===== config.mk =====
export PLATFORM = sky130hd
export DESIGN_NAME = float_mult_pipe
export DESIGN_NICKNAME = d
export VERILOG_FILES = /design/src/rtl/fpu_types_pkg.sv /design/src/rtl/float_mult_round.sv /design/src/rtl/float_mult_pipe.sv
export SDC_FILE = /design/constraint.sdc
export NUM_CORES = 1
export LEC_CHECK = 0
export CORE_MARGIN = 4
export CORE_UTILIZATION = 35
export DETAILED_ROUTE_END_ITERATION = 10
export GPL_ROUTABILITY_DRIVEN = 0
export GPL_TIMING_DRIVEN = 1
export PLACE_DENSITY_LB_ADDON = 0.1
export SYNTH_ARGS = -nofsm -noshare
export SYNTH_HDL_FRONTEND = slang
export SYNTH_SLANG_ARGS = --single-unit
export TNS_END_PERCENT = 100

===== constraint.sdc =====
create_clock -name CLK -period 7.6 [get_ports CLK]
set_input_delay 1.52 -clock CLK [delete_from_list [all_inputs] [get_ports CLK]]
set_output_delay 1.52 -clock CLK [all_outputs]
set_load 0.05 [all_outputs]

===== src/rtl/fpu_types_pkg.sv =====
// Shared FPU types: rounding mode, exception flag bundle and operand class.
package fpu_types_pkg;

    typedef enum logic {
        RNE = 1'b0,
        RTZ = 1'b1
    } round_mode_t;

    typedef struct packed {
        logic invalid;
        logic div0;
        logic overflow;
        logic underflow;
        logic inexact;
    } fpu_flags_t;

    typedef enum logic [2:0] {
        ZERO,
        NORM,
        INF,
        QNAN,
        SNAN
    } fp_class_t;

endpackage


===== src/rtl/float_mult_round.sv =====
// Combinational normalize/round/pack stage shared by the FP multiplier and adder.
module float_mult_round
    import fpu_types_pkg::*;
#(
    parameter int unsigned EXP_W  = 5,
    parameter int unsigned FRAC_W = 10
) (
    input  logic                      sign,
    input  logic signed [EXP_W+1:0]   exp_in,
    input  logic [2*FRAC_W+1:0]       prod,
    input  round_mode_t               rnd_mode,
    output logic [EXP_W+FRAC_W:0]     result,
    output fpu_flags_t                flags
);

    localparam int unsigned PROD_W = 2 * FRAC_W + 2;
    localparam logic signed [EXP_W+1:0] EXP_MAX  = (EXP_W+2)'((1 << EXP_W) - 1);
    localparam logic signed [EXP_W+1:0] EXP_ZERO = '0;

    logic                    hi;
    logic [FRAC_W-1:0]       kept;
    logic                    guard;
    logic                    sticky;
    logic                    inc;
    logic [FRAC_W:0]         frac_r;
    logic signed [EXP_W+1:0] exp_n;
    logic signed [EXP_W+1:0] exp_r;

    always_comb begin
        hi     = prod[PROD_W-1];
        exp_n  = exp_in + $signed({{(EXP_W+1){1'b0}}, hi});
        kept   = hi ? prod[PROD_W-2 -: FRAC_W] : prod[PROD_W-3 -: FRAC_W];
        guard  = hi ? prod[FRAC_W] : prod[FRAC_W-1];
        sticky = hi ? |prod[FRAC_W-1:0] : |prod[FRAC_W-2:0];
        inc    = (rnd_mode == RNE) && guard && (sticky || kept[0]);
        // A carry out of the rounded fraction leaves it all-zero; only the exponent moves.
        frac_r = {1'b0, kept} + (FRAC_W+1)'(inc);
        exp_r  = exp_n + $signed({{(EXP_W+1){1'b0}}, frac_r[FRAC_W]});

        flags         = '0;
        flags.inexact = guard | sticky;
        result        = {sign, exp_r[EXP_W-1:0], frac_r[FRAC_W-1:0]};

        if (exp_r >= EXP_MAX) begin
            flags.overflow = 1'b1;
            flags.inexact  = 1'b1;
            result = (rnd_mode == RTZ) ? {sign, {(EXP_W-1){1'b1}}, 1'b0, {FRAC_W{1'b1}}}
                                       : {sign, {EXP_W{1'b1}}, {FRAC_W{1'b0}}};
        end else if (exp_r <= EXP_ZERO) begin
            flags.underflow = 1'b1;
            flags.inexact   = 1'b1;
            result = {sign, {(EXP_W+FRAC_W){1'b0}}};
        end
    end

endmodule


===== src/rtl/float_mult_pipe.sv =====
// Three-stage elastic IEEE-754 multiplier: classify/exponent, mantissa multiply, round/pack.
module float_mult_pipe
    import fpu_types_pkg::*;
#(
    parameter int unsigned EXP_W  = 5,
    parameter int unsigned FRAC_W = 10,
    parameter int unsigned TAG_W  = 4
) (
    input  logic                   CLK,
    input  logic                   RST,
    input  logic                   in_valid,
    output logic                   in_ready,
    input  logic [EXP_W+FRAC_W:0]  float1,
    input  logic [EXP_W+FRAC_W:0]  float2,
    input  round_mode_t            rnd_mode,
    input  logic [TAG_W-1:0]       in_tag,
    output logic                   out_valid,
    input  logic                   out_ready,
    output logic [EXP_W+FRAC_W:0]  product,
    output fpu_flags_t             flags,
    output logic [TAG_W-1:0]       out_tag
);

    localparam int unsigned FLOAT_W = 1 + EXP_W + FRAC_W;
    localparam int unsigned PROD_W  = 2 * FRAC_W + 2;
    localparam logic signed [EXP_W+1:0] BIAS = (EXP_W+2)'((1 << (EXP_W - 1)) - 1);
    localparam logic [FLOAT_W-1:0] QNAN_C = {1'b0, {EXP_W{1'b1}}, 1'b1, {(FRAC_W-1){1'b0}}};

    function automatic fp_class_t classify(input logic [FLOAT_W-1:0] f);
        logic [EXP_W-1:0]  e;
        logic [FRAC_W-1:0] m;
        e = f[FLOAT_W-2 -: EXP_W];
        m = f[FRAC_W-1:0];
        if (e == '0)                 return ZERO;
        else if (e != '1)            return NORM;
        else if (m == '0)            return INF;
        else if (m[FRAC_W-1])        return QNAN;
        else                         return SNAN;
    endfunction

    // Elastic handshake: a stage loads when empty or when the stage after it advances.
    logic ld1, ld2, ld3;
    logic v1, v2, v3;

    assign ld3       = ~v3 | out_ready;
    assign ld2       = ~v2 | ld3;
    assign ld1       = ~v1 | ld2;
    assign in_ready  = ld1;
    assign out_valid = v3;

    fp_class_t               c1, c2;
    logic                    s_sign, s_special, s_invalid;
    logic signed [EXP_W+1:0] s_exp;
    logic [FLOAT_W-1:0]      s_res;

    always_comb begin
        c1        = classify(float1);
        c2        = classify(float2);
        s_sign    = float1[FLOAT_W-1] ^ float2[FLOAT_W-1];
        s_exp     = $signed({2'b00, float1[FLOAT_W-2 -: EXP_W]})
                  + $signed({2'b00, float2[FLOAT_W-2 -: EXP_W]}) - BIAS;
        s_special = 1'b1;
        s_invalid = 1'b0;
        s_res     = QNAN_C;
        if (c1 == QNAN || c1 == SNAN || c2 == QNAN || c2 == SNAN) begin
            s_invalid = (c1 == SNAN) || (c2 == SNAN);
        end else if ((c1 == INF && c2 == ZERO) || (c1 == ZERO && c2 == INF)) begin
            s_invalid = 1'b1;
        end else if (c1 == INF || c2 == INF) begin
            s_res = {s_sign, {EXP_W{1'b1}}, {FRAC_W{1'b0}}};
        end else if (c1 == ZERO || c2 == ZERO) begin
            s_res = {s_sign, {(EXP_W+FRAC_W){1'b0}}};
        end else begin
            s_special = 1'b0;
        end
    end

    logic                    r1_sign, r1_special, r1_invalid;
    logic signed [EXP_W+1:0] r1_exp;
    logic [FRAC_W:0]         r1_m1, r1_m2;
    logic [FLOAT_W-1:0]      r1_res;
    round_mode_t             r1_rnd;
    logic [TAG_W-1:0]        r1_tag;

    logic                    r2_sign, r2_special, r2_invalid;
    logic signed [EXP_W+1:0] r2_exp;
    logic [PROD_W-1:0]       r2_prod;
    logic [FLOAT_W-1:0]      r2_res;
    round_mode_t             r2_rnd;
    logic [TAG_W-1:0]        r2_tag;

    logic [FLOAT_W-1:0]      rnd_res;
    fpu_flags_t              rnd_flags;

    float_mult_round #(
        .EXP_W  (EXP_W),
        .FRAC_W (FRAC_W)
    ) u_round (
        .sign     (r2_sign),
        .exp_in   (r2_exp),
        .prod     (r2_prod),
        .rnd_mode (r2_rnd),
        .result   (rnd_res),
        .flags    (rnd_flags)
    );

    always_ff @(posedge CLK or posedge RST) begin
        if (RST) begin
            v1 <= 1'b0;  v2 <= 1'b0;  v3 <= 1'b0;
            r1_sign <= 1'b0;  r1_special <= 1'b0;  r1_invalid <= 1'b0;
            r1_exp <= '0;  r1_m1 <= '0;  r1_m2 <= '0;  r1_res <= '0;
            r1_rnd <= RNE;  r1_tag <= '0;
            r2_sign <= 1'b0;  r2_special <= 1'b0;  r2_invalid <= 1'b0;
            r2_exp <= '0;  r2_prod <= '0;  r2_res <= '0;
            r2_rnd <= RNE;  r2_tag <= '0;
            product <= '0;  flags <= '0;  out_tag <= '0;
        end else begin
            if (ld1) begin
                v1 <= in_valid;
                if (in_valid) begin
                    r1_sign    <= s_sign;
                    r1_special <= s_special;
                    r1_invalid <= s_invalid;
                    r1_exp     <= s_exp;
                    r1_m1      <= {1'b1, float1[FRAC_W-1:0]};
                    r1_m2      <= {1'b1, float2[FRAC_W-1:0]};
                    r1_res     <= s_res;
                    r1_rnd     <= rnd_mode;
                    r1_tag     <= in_tag;
                end
            end
            if (ld2) begin
                v2 <= v1;
                if (v1) begin
                    r2_sign    <= r1_sign;
                    r2_special <= r1_special;
                    r2_invalid <= r1_invalid;
                    r2_exp     <= r1_exp;
                    r2_prod    <= r1_m1 * r1_m2;
                    r2_res     <= r1_res;
                    r2_rnd     <= r1_rnd;
                    r2_tag     <= r1_tag;
                end
            end
            if (ld3) begin
                v3 <= v2;
                if (v2) begin
                    product <= r2_special ? r2_res : rnd_res;
                    flags   <= r2_special ? fpu_flags_t'({r2_invalid, 4'b0000}) : rnd_flags;
                    out_tag <= r2_tag;
                end
            end
        end
    end

endmodule


==> flow_metrics.py, run 1 <==
metrics = {
    "synth": {
        "netlist-cell-type-count": 68,
        "async_reset_ff_share_pct": 100.0,
        "synth_fa_ha_area_share_pct": 27.25,
        "synth-seq-cells": 106,
        "synth_xor_area_share_pct": 2.159,
        "ys_seq_area_share_pct": 28.43,
        "synth_warnings": 0,
        "synth_flop_cell": "dfrtp_1",
        "yosysTopAreaCellShare_pct": 28.43,
        "synth-simple-area-share_pct": 21.89,
        "synth-compound-area-share_pct": 10.38,
        "synth_commonest_cells": "nand2_1, inv_1, dfrtp_1",
        "synth_nets": 1266,
        "synth_area_per_cell_sq_um": 8.711,
        "synth_top_family_by_area": "adder cells",
        "synth-edff-count": 0,
        "ys_top_cells_by_area": "dfrtp_1, fa_1, nand2_1, ha_1, inv_1",
        "syn-cell-area_sq_mm": 0.009329,
        "synth_cells": 1071,
        "synth.area.mux_share_pct": 1.797,
        "synth_area_leader_cell": "dfrtp_1",
        "synth.most_common_cell": "nand2_1",
    },
    "cts": {
        "cts_post_setup_buffers_inserted": 0,
        "cts-resized-gates": 0,
        "cts_buffers": 9,
        "clk_latency_ns": 0.35,
        "ctsHtreeMaxLevel": 3,
        "clk_pin_slew_ns": 0.07,
        "tritoncts": "done",
        "cts-hold-fix-buffers": 0,
        "cts_sinks": 106,
        "cts_root_buf": "clkbuf_16",
        "clockBufferDepth": 2,
    },
    "power": {
        "p_leak_nw": 5.109,
        "fin_total_pwr_mw": 4.374,
        "p_per_area_mw_per_mm2": 416.0,
        "peakVddDrop_v": 0.0002951,
    },
    "drt": {
        "viasPerCell": 4.856,
        "drtIter0Drc": 273,
        "wire_per_inst_microns": 15.30,
        "vias": 6959,
        "postRouteAntennaNets": 0,
        "drc": 0,
        "drt-pass1-iter-count": 4,
        "drt-total-wl_microns": 21930,
    },
    "setup_path": {
        "cp_max_fo": 22,
        "cp_data_arrival_time_ns": 5.82,
        "crit_top_cell": "fa_1",
        "cp_data_required_time_ns": 7.83,
        "crit_path_end_kind": "register",
        "cpMaxStageDelayCell": "dfrtp_1",
        "critical_path.cell_chain": "nand2_1 -> fa_1 -> fa_1 -> inv_1 -> fa_1 -> fa_1 -> inv_1 -> fa_1 -> inv_1 -> ha_1 -> a211oi_1 -> nor2_1 -> o311a_1 -> nor3_1 -> nor4b_1 -> or3_1",
        "max_stage_delay_ns": 0.78,
        "start_kind": "register",
        "criticalPathCategory": "reg -> reg",
    },
    "sta": {
        "hold_slack_ns": 0.4672,
        "tightest_slew_ns": 0.8759,
        "layout_min_cycle_time_ns": 5.591,
        "grt_setup_unrepaired": "false",
        "slew_headroom_pct": 41.61,
        "setup_tns_ns": 0,
        "setup_viol": 0,
        "max_freq_ghz": 0.1789,
        "slew_viol_final": 0,
        "hold_viol": 0,
        "finalCritPeriodShare_pct": 73.57,
        "fin_skew_ns": 0.01321,
    },
    "die": {
        "die-area_sq_mm": 0.02933,
        "rows": 59,
        "initial_utilization_pct": 35.70,
        "core_sq_mm": 0.02613,
        "io_pins": 68,
        "die_w_microns": 171.3,
        "die_y_microns": 171.3,
    },
    "hold_path": {
        "hold_class": "reg -> reg",
    },
    "grt": {
        "track_usage_pct": 15.85,
        "grt_pass1_vias": 7132,
        "grt_pass1_wl_microns": 37640,
        "grt_max_degree": 70,
        "grt.overflow.total": 0,
        "grt_antenna_before_repair": 0,
    },
    "finish": {
        "drive_gt1_share_pct": 2.914,
        "fin_nets": 1289,
        "diodes": 0,
        "areaGrowthSynthToFinish_pct": 12.70,
        "final_area_sq_mm": 0.01051,
        "fin_cells": 1433,
    },
    "place": {
        "place.detailed.hpwl_microns": 17210,
        "place_area_sq_mm": 0.01021,
        "placed_cells": 1418,
        "portBuffers": 66,
    },
    "outcome": {
        "status": "complete, no violations",
    },
    "flow_run": {
        "maxCapViolCount": 0,
    },
}
## metrics by stage
step / utilization, % / setup WS (ns)
floorplan: - / 2.466
global placement: 39.09 / 2.143
detailed placement: 39.09 / 2.052
CTS: 40.23 / 2.038
global route: 40.23 / 1.660
finish: 40.23 / 2.009
## registers in the layout (all words and copies together), names as in the netlist, 7 cells and up
| signal | flops |
|---|---|
| r2_prod | 22 |
| product | 16 |
| r1_m1 | 11 |
| r1_m2 | 10 |
| r1_exp | 7 |
| r2_exp | 7 |
## power by group
part           switching [mW]  leakage, nW  internal (mW)
sequential              0.214         1.31          0.724
combinational            1.76         3.66           1.20
clock                   0.210        0.145          0.265
## cell families (layout without fill, tap and decap cells)
logic type | Yosys count | after routing
simple gates | 437 | 437
buf+inv | 195 | 222
fa+ha+maj | 154 | 154
compound gates | 139 | 139
flops | 106 | 106
xor+xnor | 23 | 23
mux | 16 | 16
other cells | 1 | 1
## critical path, delay by kind of cell (launching register included)
kind	cells	cell delay [ns]
compound gates	2	0.61
flops	1	0.78
simple gates	5	1.11
buf+inv	3	0.14
fa+ha+maj	6	2.82
## path summary, 6_finish.rpt
kind / startpoint / end / slack, ns / cells after the start
max in group asynchronous: RST / r2_prod[7]$_DFFE_PP0P_ / 4.82 / 3
worst max-delay path: r1_m1[10]$_DFFE_PP0P_ / r2_prod[17]$_DFFE_PP0P_ / 2.01 / 16
worst max register to register: r1_m1[10]$_DFFE_PP0P_ / r2_prod[17]$_DFFE_PP0P_ / 2.01 / 16
worst min register to register: r2_prod[0]$_DFFE_PP0P_ / r2_prod[0]$_DFFE_PP0P_ / 0.47 / 2
min in group asynchronous: RST / out_tag[0]$_DFFE_PP0P_ / 1.54 / 2
worst min-delay path: r2_prod[0]$_DFFE_PP0P_ / r2_prod[0]$_DFFE_PP0P_ / 0.47 / 2
## metal layers
layer	routed length [microns]	track usage, %	vias up
met2	9509	24.37	87
met3	574	2.344	11
li1	-	-	3514
met5	0	0	-
met1	11680	24.09	3347
met4	170	2.756	0
## area by class of cell
type                            instances  area [sq um]
Inverter                              135         509.2
Multi-Input combinational cell        770          5928
Clock buffer                           10         239.0
Fill cell                            2709         15620
Timing Repair Buffer                   72         705.7
Tap cell                              335         419.2
Clock inverter                          5         60.06
Sequential cell                       106          2653
## cells in the final DEF (no fill, tap or decap), drive strengths merged, types with 3 or more instances in the layout
master | netlist | routed
o22ai | 5 | 5
or3 | 5 | 5
mux2i | 10 | 10
a21oi | 30 | 30
a211o | 4 | 4
or4 | 4 | 4
a22o | 7 | 7
and2 | 62 | 62
o2111ai | 3 | 3
fa | 82 | 82
nor4 | 4 | 4
ha | 72 | 72
a31oi | 3 | 3
nor2 | 26 | 26
nand4 | 8 | 8
inv | 135 | 137
o21a | 4 | 4
a21o | 6 | 6
buf | 11 | 6
nor3 | 18 | 18
clkdlybuf4s50 | 0 | 66
mux2 | 6 | 6
nand3 | 22 | 22
nand2b | 7 | 7
nand2 | 257 | 257
dfrtp | 106 | 106
xor2 | 12 | 12
clkbuf | 49 | 10
and4 | 4 | 4
xnor2 | 11 | 11
a221o | 5 | 5
a211oi | 11 | 11
nor2b | 4 | 4
and3 | 5 | 5
o31ai | 7 | 7
o21ai | 32 | 32
No activity file was read; power rests on OpenSTA's default activity.
==> run 2: changes to the inputs <==
==> constraint.sdc (replaced) <==
create_clock -name CLK -period 5.35 [get_ports CLK]
set_input_delay 1.07 -clock CLK [delete_from_list [all_inputs] [get_ports CLK]]
set_output_delay 1.07 -clock CLK [all_outputs]
set_load 0.05 [all_outputs]
==> run 2 against run 1 <==
  * Setup slack lost 1.8 ns
  * Critical path depth unchanged
  * Non-clock buffer count grew 31
  * Sequential share of layout area fell by 0.50 points
  * Worst hold slack better by 0.0017 ns
  * Via count grew 1.9%
  * Sequential cell count is the same
  * Global-route usage is 0.63 points higher
  * Clock skew grew 0.0034 ns
  * Combinational power is 53% higher
  * Critical endpoint unchanged
  * Largest power group unchanged
==> flow_metrics.py, run 2 (synthesis results as in run 1) <==
metrics = {
    "outcome": {
        "status": "complete, no violations",
    },
    "sta": {
        "layout_min_cycle_time_ns": 5.106,
        "tightest_slew_ns": 0.9561,
        "hold_slack_ns": 0.4689,
        "fin_skew_ns": 0.01663,
        "final.setup.worst_slack_ns": 0.2441,
        "setup_tns_ns": 0,
        "max_freq_ghz": 0.1959,
        "slew_headroom_pct": 36.26,
        "setup_viol": 0,
        "finalCritPeriodShare_pct": 95.44,
        "hold_viol": 0,
        "grt_setup_unrepaired": "true",
        "slew_viol_final": 0,
    },
    "cts": {
        "clockBufferDepth": 2,
        "cts_post_setup_buffers_inserted": 0,
        "clk_pin_slew_ns": 0.08,
        "cts_sinks": 106,
        "cts-hold-fix-buffers": 0,
        "cts_root_buf": "clkbuf_16",
        "ctsHtreeMaxLevel": 3,
        "cts_buffers": 9,
        "clk_latency_ns": 0.36,
        "tritoncts": "done",
    },
    "place": {
        "placed_cells": 1449,
        "portBuffers": 66,
        "pre_cts_ws_ns": 0.01459,
        "place.detailed.hpwl_microns": 18300,
        "place_area_sq_mm": 0.01045,
    },
    "drt": {
        "drc": 0,
        "drtIter0Drc": 411,
        "wire_per_inst_microns": 15.58,
        "postRouteAntennaNets": 0,
        "drt-total-wl_microns": 22830,
        "vias": 7089,
        "viasPerCell": 4.839,
        "drt-pass1-iter-count": 7,
    },
    "power": {
        "fin_total_pwr_mw": 6.542,
        "p_per_area_mw_per_mm2": 606.4,
        "p_leak_nw": 5.254,
        "peakVddDrop_v": 0.0003165,
    },
    "grt": {
        "grt_pass1_wl_microns": 39090,
        "grt_antenna_before_repair": 0,
        "grt.overflow.total": 0,
        "grt_pass1_vias": 7304,
        "track_usage_pct": 16.48,
        "grt_max_degree": 76,
    },
    "finish": {
        "fin_cells": 1465,
        "fin_nets": 1320,
        "largest_reg_flops": 22,
        "final_common_cell": "nand2_1",
        "post-route-util_pct": 41.28,
        "drive_gt1_share_pct": 6.903,
        "nFillCells": 2738,
        "areaGrowthSynthToFinish_pct": 15.64,
        "diodes": 0,
        "final_cell_mix": "nand2_1, inv_1, dfrtp_1",
        "regMostFlops": "r2_prod",
        "final_area_sq_mm": 0.01079,
        "reg_top3": "r2_prod x22, product x16, r1_m1 x11",
    },
    "die": {
        "io_pins": 68,
        "die_y_microns": 171.3,
        "initial_utilization_pct": 35.70,
        "die-area_sq_mm": 0.02933,
        "core_sq_mm": 0.02613,
        "die_w_microns": 171.3,
        "rows": 59,
    },
    "hold_path": {
        "hold_class": "reg -> reg",
    },
    "setup_path": {
        "cp_data_required_time_ns": 5.58,
        "crit_path_end_kind": "register",
        "cp_data_arrival_time_ns": 5.33,
        "start_kind": "register",
        "criticalPathCategory": "reg -> reg",
        "cp_max_fo": 12,
    },
    "flow_run": {
        "maxCapViolCount": 0,
    },
}
-- run 2: changes by cell type in the layout (fill, tap and decap cells not counted), sizes merged --
cell,before,now
buf,6,37
clkbuf,10,11
clkinvlp,1,0
inv,137,138
-- run 2: report_power, final --
part | internal [mW] | switching [mW] | leakage (nW) | total, mW
Clock | 0.385 | 0.325 | 0.153 | 0.710
Combinational | 1.93 | 2.61 | 3.81 | 4.54
Sequential | 1.03 | 0.258 | 1.29 | 1.29
Total | 3.35 | 3.20 | 5.25 | 6.54
-- run 2: worst max-delay path: stages, from the launching register on --
cell,delay [ns]
dfrtp_2,0.50
nand2_1,0.11
fa_1,0.49
fa_1,0.54
inv_1,0.05
fa_1,0.45
fa_1,0.49
inv_1,0.05
fa_1,0.53
inv_1,0.05
ha_1,0.30
a211oi_1,0.22
nor2_1,0.10
o311a_1,0.37
nor3_2,0.26
nor4b_1,0.08
or3_1,0.38
-- run 2: cell type report --
cell class | count | area (sq um) | area share [%]
well taps | 335 | 419.2 | 3.885
clock inverters | 5 | 67.56 | 0.6263
multi-input cells | 770 | 5943 | 55.09
clock buffers | 11 | 242.7 | 2.250
repair buffers | 103 | 938.4 | 8.699
flip-flops and latches | 106 | 2668 | 24.73
inverters | 135 | 509.2 | 4.720
-- run 2: path summary, 6_finish.rpt --
check                                       start                      end  slack, ns  cells after the start
setup / recovery             r1_m2[6]$_DFFE_PP0P_  r2_prod[17]$_DFFE_PP0P_       0.24                     16
hold / removal             r2_prod[0]$_DFFE_PP0P_   r2_prod[0]$_DFFE_PP0P_       0.47                      2
setup reg to reg             r1_m2[6]$_DFFE_PP0P_  r2_prod[17]$_DFFE_PP0P_       0.24                     16
hold reg to reg            r2_prod[0]$_DFFE_PP0P_   r2_prod[0]$_DFFE_PP0P_       0.47                      2
max in group asynchronous                     RST  r2_prod[20]$_DFFE_PP0P_       3.05                      3
min in group asynchronous                     RST   out_tag[0]$_DFFE_PP0P_       1.27                      2
-- run 2: routing by layer --
metal | track usage (%) | wire length [microns] | vias to the layer above
li1 | - | - | 3573
met4 | 3.031 | 221 | 0
met5 | 0 | 0 | -
met3 | 2.459 | 703 | 14
met1 | 24.82 | 11940 | 3379
met2 | 25.50 | 9966 | 123
-- run 2: timing repair --
| action | 4_1_cts | 5_1_grt |
|---|---|---|
| resized for setup | 1 | 14 |
| setup endpoints to repair | 1 | 8 |
| hold endpoints to repair | 0 | 0 |
==> variant: new RTL, settings of run 2 <==
Register the output `flags` once more; this adds one clock of latency there. The other outputs are not delayed to match.
--- a/src/rtl/float_mult_pipe.sv
+++ b/src/rtl/float_mult_pipe.sv
@@ -25,6 +25,8 @@
     localparam int unsigned PROD_W  = 2 * FRAC_W + 2;
     localparam logic signed [EXP_W+1:0] BIAS = (EXP_W+2)'((1 << (EXP_W - 1)) - 1);
     localparam logic [FLOAT_W-1:0] QNAN_C = {1'b0, {EXP_W{1'b1}}, 1'b1, {(FRAC_W-1){1'b0}}};
+
+    fpu_flags_t flags_s0;
 
     function automatic fp_class_t classify(input logic [FLOAT_W-1:0] f);
         logic [EXP_W-1:0]  e;
@@ -113,7 +115,7 @@
             r2_sign <= 1'b0;  r2_special <= 1'b0;  r2_invalid <= 1'b0;
             r2_exp <= '0;  r2_prod <= '0;  r2_res <= '0;
             r2_rnd <= RNE;  r2_tag <= '0;
-            product <= '0;  flags <= '0;  out_tag <= '0;
+            product <= '0;  flags_s0 <= '0;  out_tag <= '0;
         end else begin
             if (ld1) begin
                 v1 <= in_valid;
@@ -146,12 +148,16 @@
                 v3 <= v2;
                 if (v2) begin
                     product <= r2_special ? r2_res : rnd_res;
-                    flags   <= r2_special ? fpu_flags_t'({r2_invalid, 4'b0000}) : rnd_flags;
+                    flags_s0 <= r2_special ? fpu_flags_t'({r2_invalid, 4'b0000}) : rnd_flags;
                     out_tag <= r2_tag;
                 end
             end
         end
     end
 
+    always_ff @(posedge CLK) begin
+        flags <= flags_s0;
+    end
+
 endmodule
 
Check against the original RTL: not equivalent (Yosys sat finds a counterexample within 4 cycles, from zero or initial values and one cycle with RST high).
==> variant against run 2 <==
  * Critical path type unchanged
  * First-iteration DRC count is 20% lower
  * Worst setup slack better by 0.037 ns
  * Largest power group unchanged
  * Sequential cell count is 4 higher
  * Cell area down 0.80%
  * Combinational power shrank 2%
  * Synthesized area rose by 0.31%
  * Power down 1.3%
  * Wire length shrank 1.2%
  * Largest cell class unchanged
  * Sequential power up 3%
==> variant: results <==
{
  "grt_util_met3": 0.0218,
  "r2r_slack_ns": 0.28,
  "grt_max_degree": 45,
  "n_fill_cell": 2653,
  "reg2reg_to": "r2_prod[13]",
  "synth.distinct_cells": 70,
  "holdPathStages": 0,
  "ir_drop_mv": 0.354,
  "grt_pass1_wl_um": 38100,
  "use_met1": 0.248,
  "hold_start": "flags_s0[0]",
  "ys_seq_area_frac": 0.292,
  "arrival_ns": 5.32,
  "critPathMaxFanout": 10,
  "final_nets": 1306,
  "relSlewSlack": 0.545,
  "status": "finished, final reports clean",
  "finClkSkew_ns": 0.0124,
  "grt_usage": 0.161,
  "vias": 7043,
  "drtIter0Drc": 329,
  "async_reset_ff_frac": 0.964,
  "placed_cell_area_um2": 10400,
  "drive_above_1_share": 0.0672,
  "ys_top_cells_by_area": "dfrtp_1 (28%), fa_1 (18%), nand2_1 (10%)",
  "rr_worst_depth": 17,
  "p_sw_w": 0.00321,
  "hpwl_um": 18000,
  "grt.met2_usage": 0.243,
  "drt_first_pass_iters": 5,
  "ys_top_cells_by_count": "nand2_1 (253), inv_1 (136), dfrtp_1 (106)",
  "grt_pass1_vias": 7173,
  "hold_path_end": "flags[0]",
  "p_leak_nw": 5.19,
  "timing.rr.start": "r1_m2[4]",
  "routedWlPerCell_um": 15.6,
  "synth_top_area_share": 0.283
}
[variant: changes by cell type after synthesis, sizes merged, moves of 5 or more]
cell,run 2,this run
a211oi,11,6
o211ai,2,9
a21oi,30,23
a221o,5,12
a22o,7,1
mux2i,10,5
[variant: worst max-delay path by stage]
stage | startpoint | endpoint
after global placement | r1_m2[2] | r2_prod[15]
after floorplan | r1_m2[2] | r2_prod[16]
after global routing | r1_m2[2] | r2_prod[15]
after CTS | r1_m2[2] | r2_prod[15]
final | r1_m2[4] | r2_prod[13]
after detailed placement | r1_m2[2] | r2_prod[15]
[variant: critical path: stages (launching register included)]
cell      delay, ns
dfrtp_1        0.57
nand2_1        0.15
fa_1           0.52
fa_1           0.53
inv_1          0.05
ha_1           0.31
fa_1           0.53
inv_1          0.05
fa_1           0.52
inv_1          0.04
ha_1           0.35
a21oi_1        0.21
buf_4          0.14
nor2b_1        0.20
a21oi_1        0.16
o211ai_1       0.26
nand3_1        0.10
a31o_2         0.24
[variant: logic make-up after synthesis]
| kind of cell | share of synthesized area |
|---|---|
| buffers and inverters | 0.0810 |
| flip-flops | 0.292 |
| adder cells (fa/ha/maj) | 0.272 |
| AO/OA/AOI/OAI | 0.104 |
| multiplexers | 0.0138 |
| XOR/XNOR | 0.0225 |
| other | 0.000401 |
| AND/OR/NAND/NOR | 0.215 |
[variant: timing repair]
action | in CTS | in global routing
endpoints found under the setup margin | 0 | 8
resized for setup | 0 | 13
buffers inserted | 0 | 0
[variant: routing by layer]
layer  share of wire  wire, um  up-vias
met5               0         0        -
met4          0.0086       194        0
met3           0.028       626       14
met2            0.43      9720      102
met1            0.53     12000     3385
li1                -         -     3542
[variant: through the flow]
stage	TNS, ns	power [W]	cells	hold WS (ns)	setup slack [ns]
after global routing	-0.000893	0.00722	1451	0.397	-0.000893
final	0	0.00646	1451	0.372	0.281
after global placement	0	0.00577	1435	0.353	0.236
after floorplan	0	0.00460	1066	0.347	0.402
after CTS	0	0.00650	1451	0.377	0.136
after detailed placement	0	0.00577	1435	0.361	0.149
[variant: final cells by class]
| class | count | area [um2] | area share |
|---|---|---|---|
| Multi-Input combinational cell | 762 | 5880 | 0.550 |
| Sequential cell | 110 | 2750 | 0.257 |
| Timing Repair Buffer | 92 | 856 | 0.0800 |
| Inverter | 136 | 513 | 0.0479 |
| Tap cell | 335 | 419 | 0.0392 |
| Clock buffer | 10 | 229 | 0.0214 |
| Clock inverter | 6 | 57.6 | 0.00538 |
[variant: power groups by stage]
stage | Clock (W) | Sequential, W | Combinational [W]
after floorplan | 0 | 0.00146 | 0.00314
after global placement | 0 | 0.00135 | 0.00443
after detailed placement | 0 | 0.00135 | 0.00443
after CTS | 0.000700 | 0.00133 | 0.00447
after global routing | 0.000733 | 0.00137 | 0.00512
final | 0.000671 | 0.00133 | 0.00446
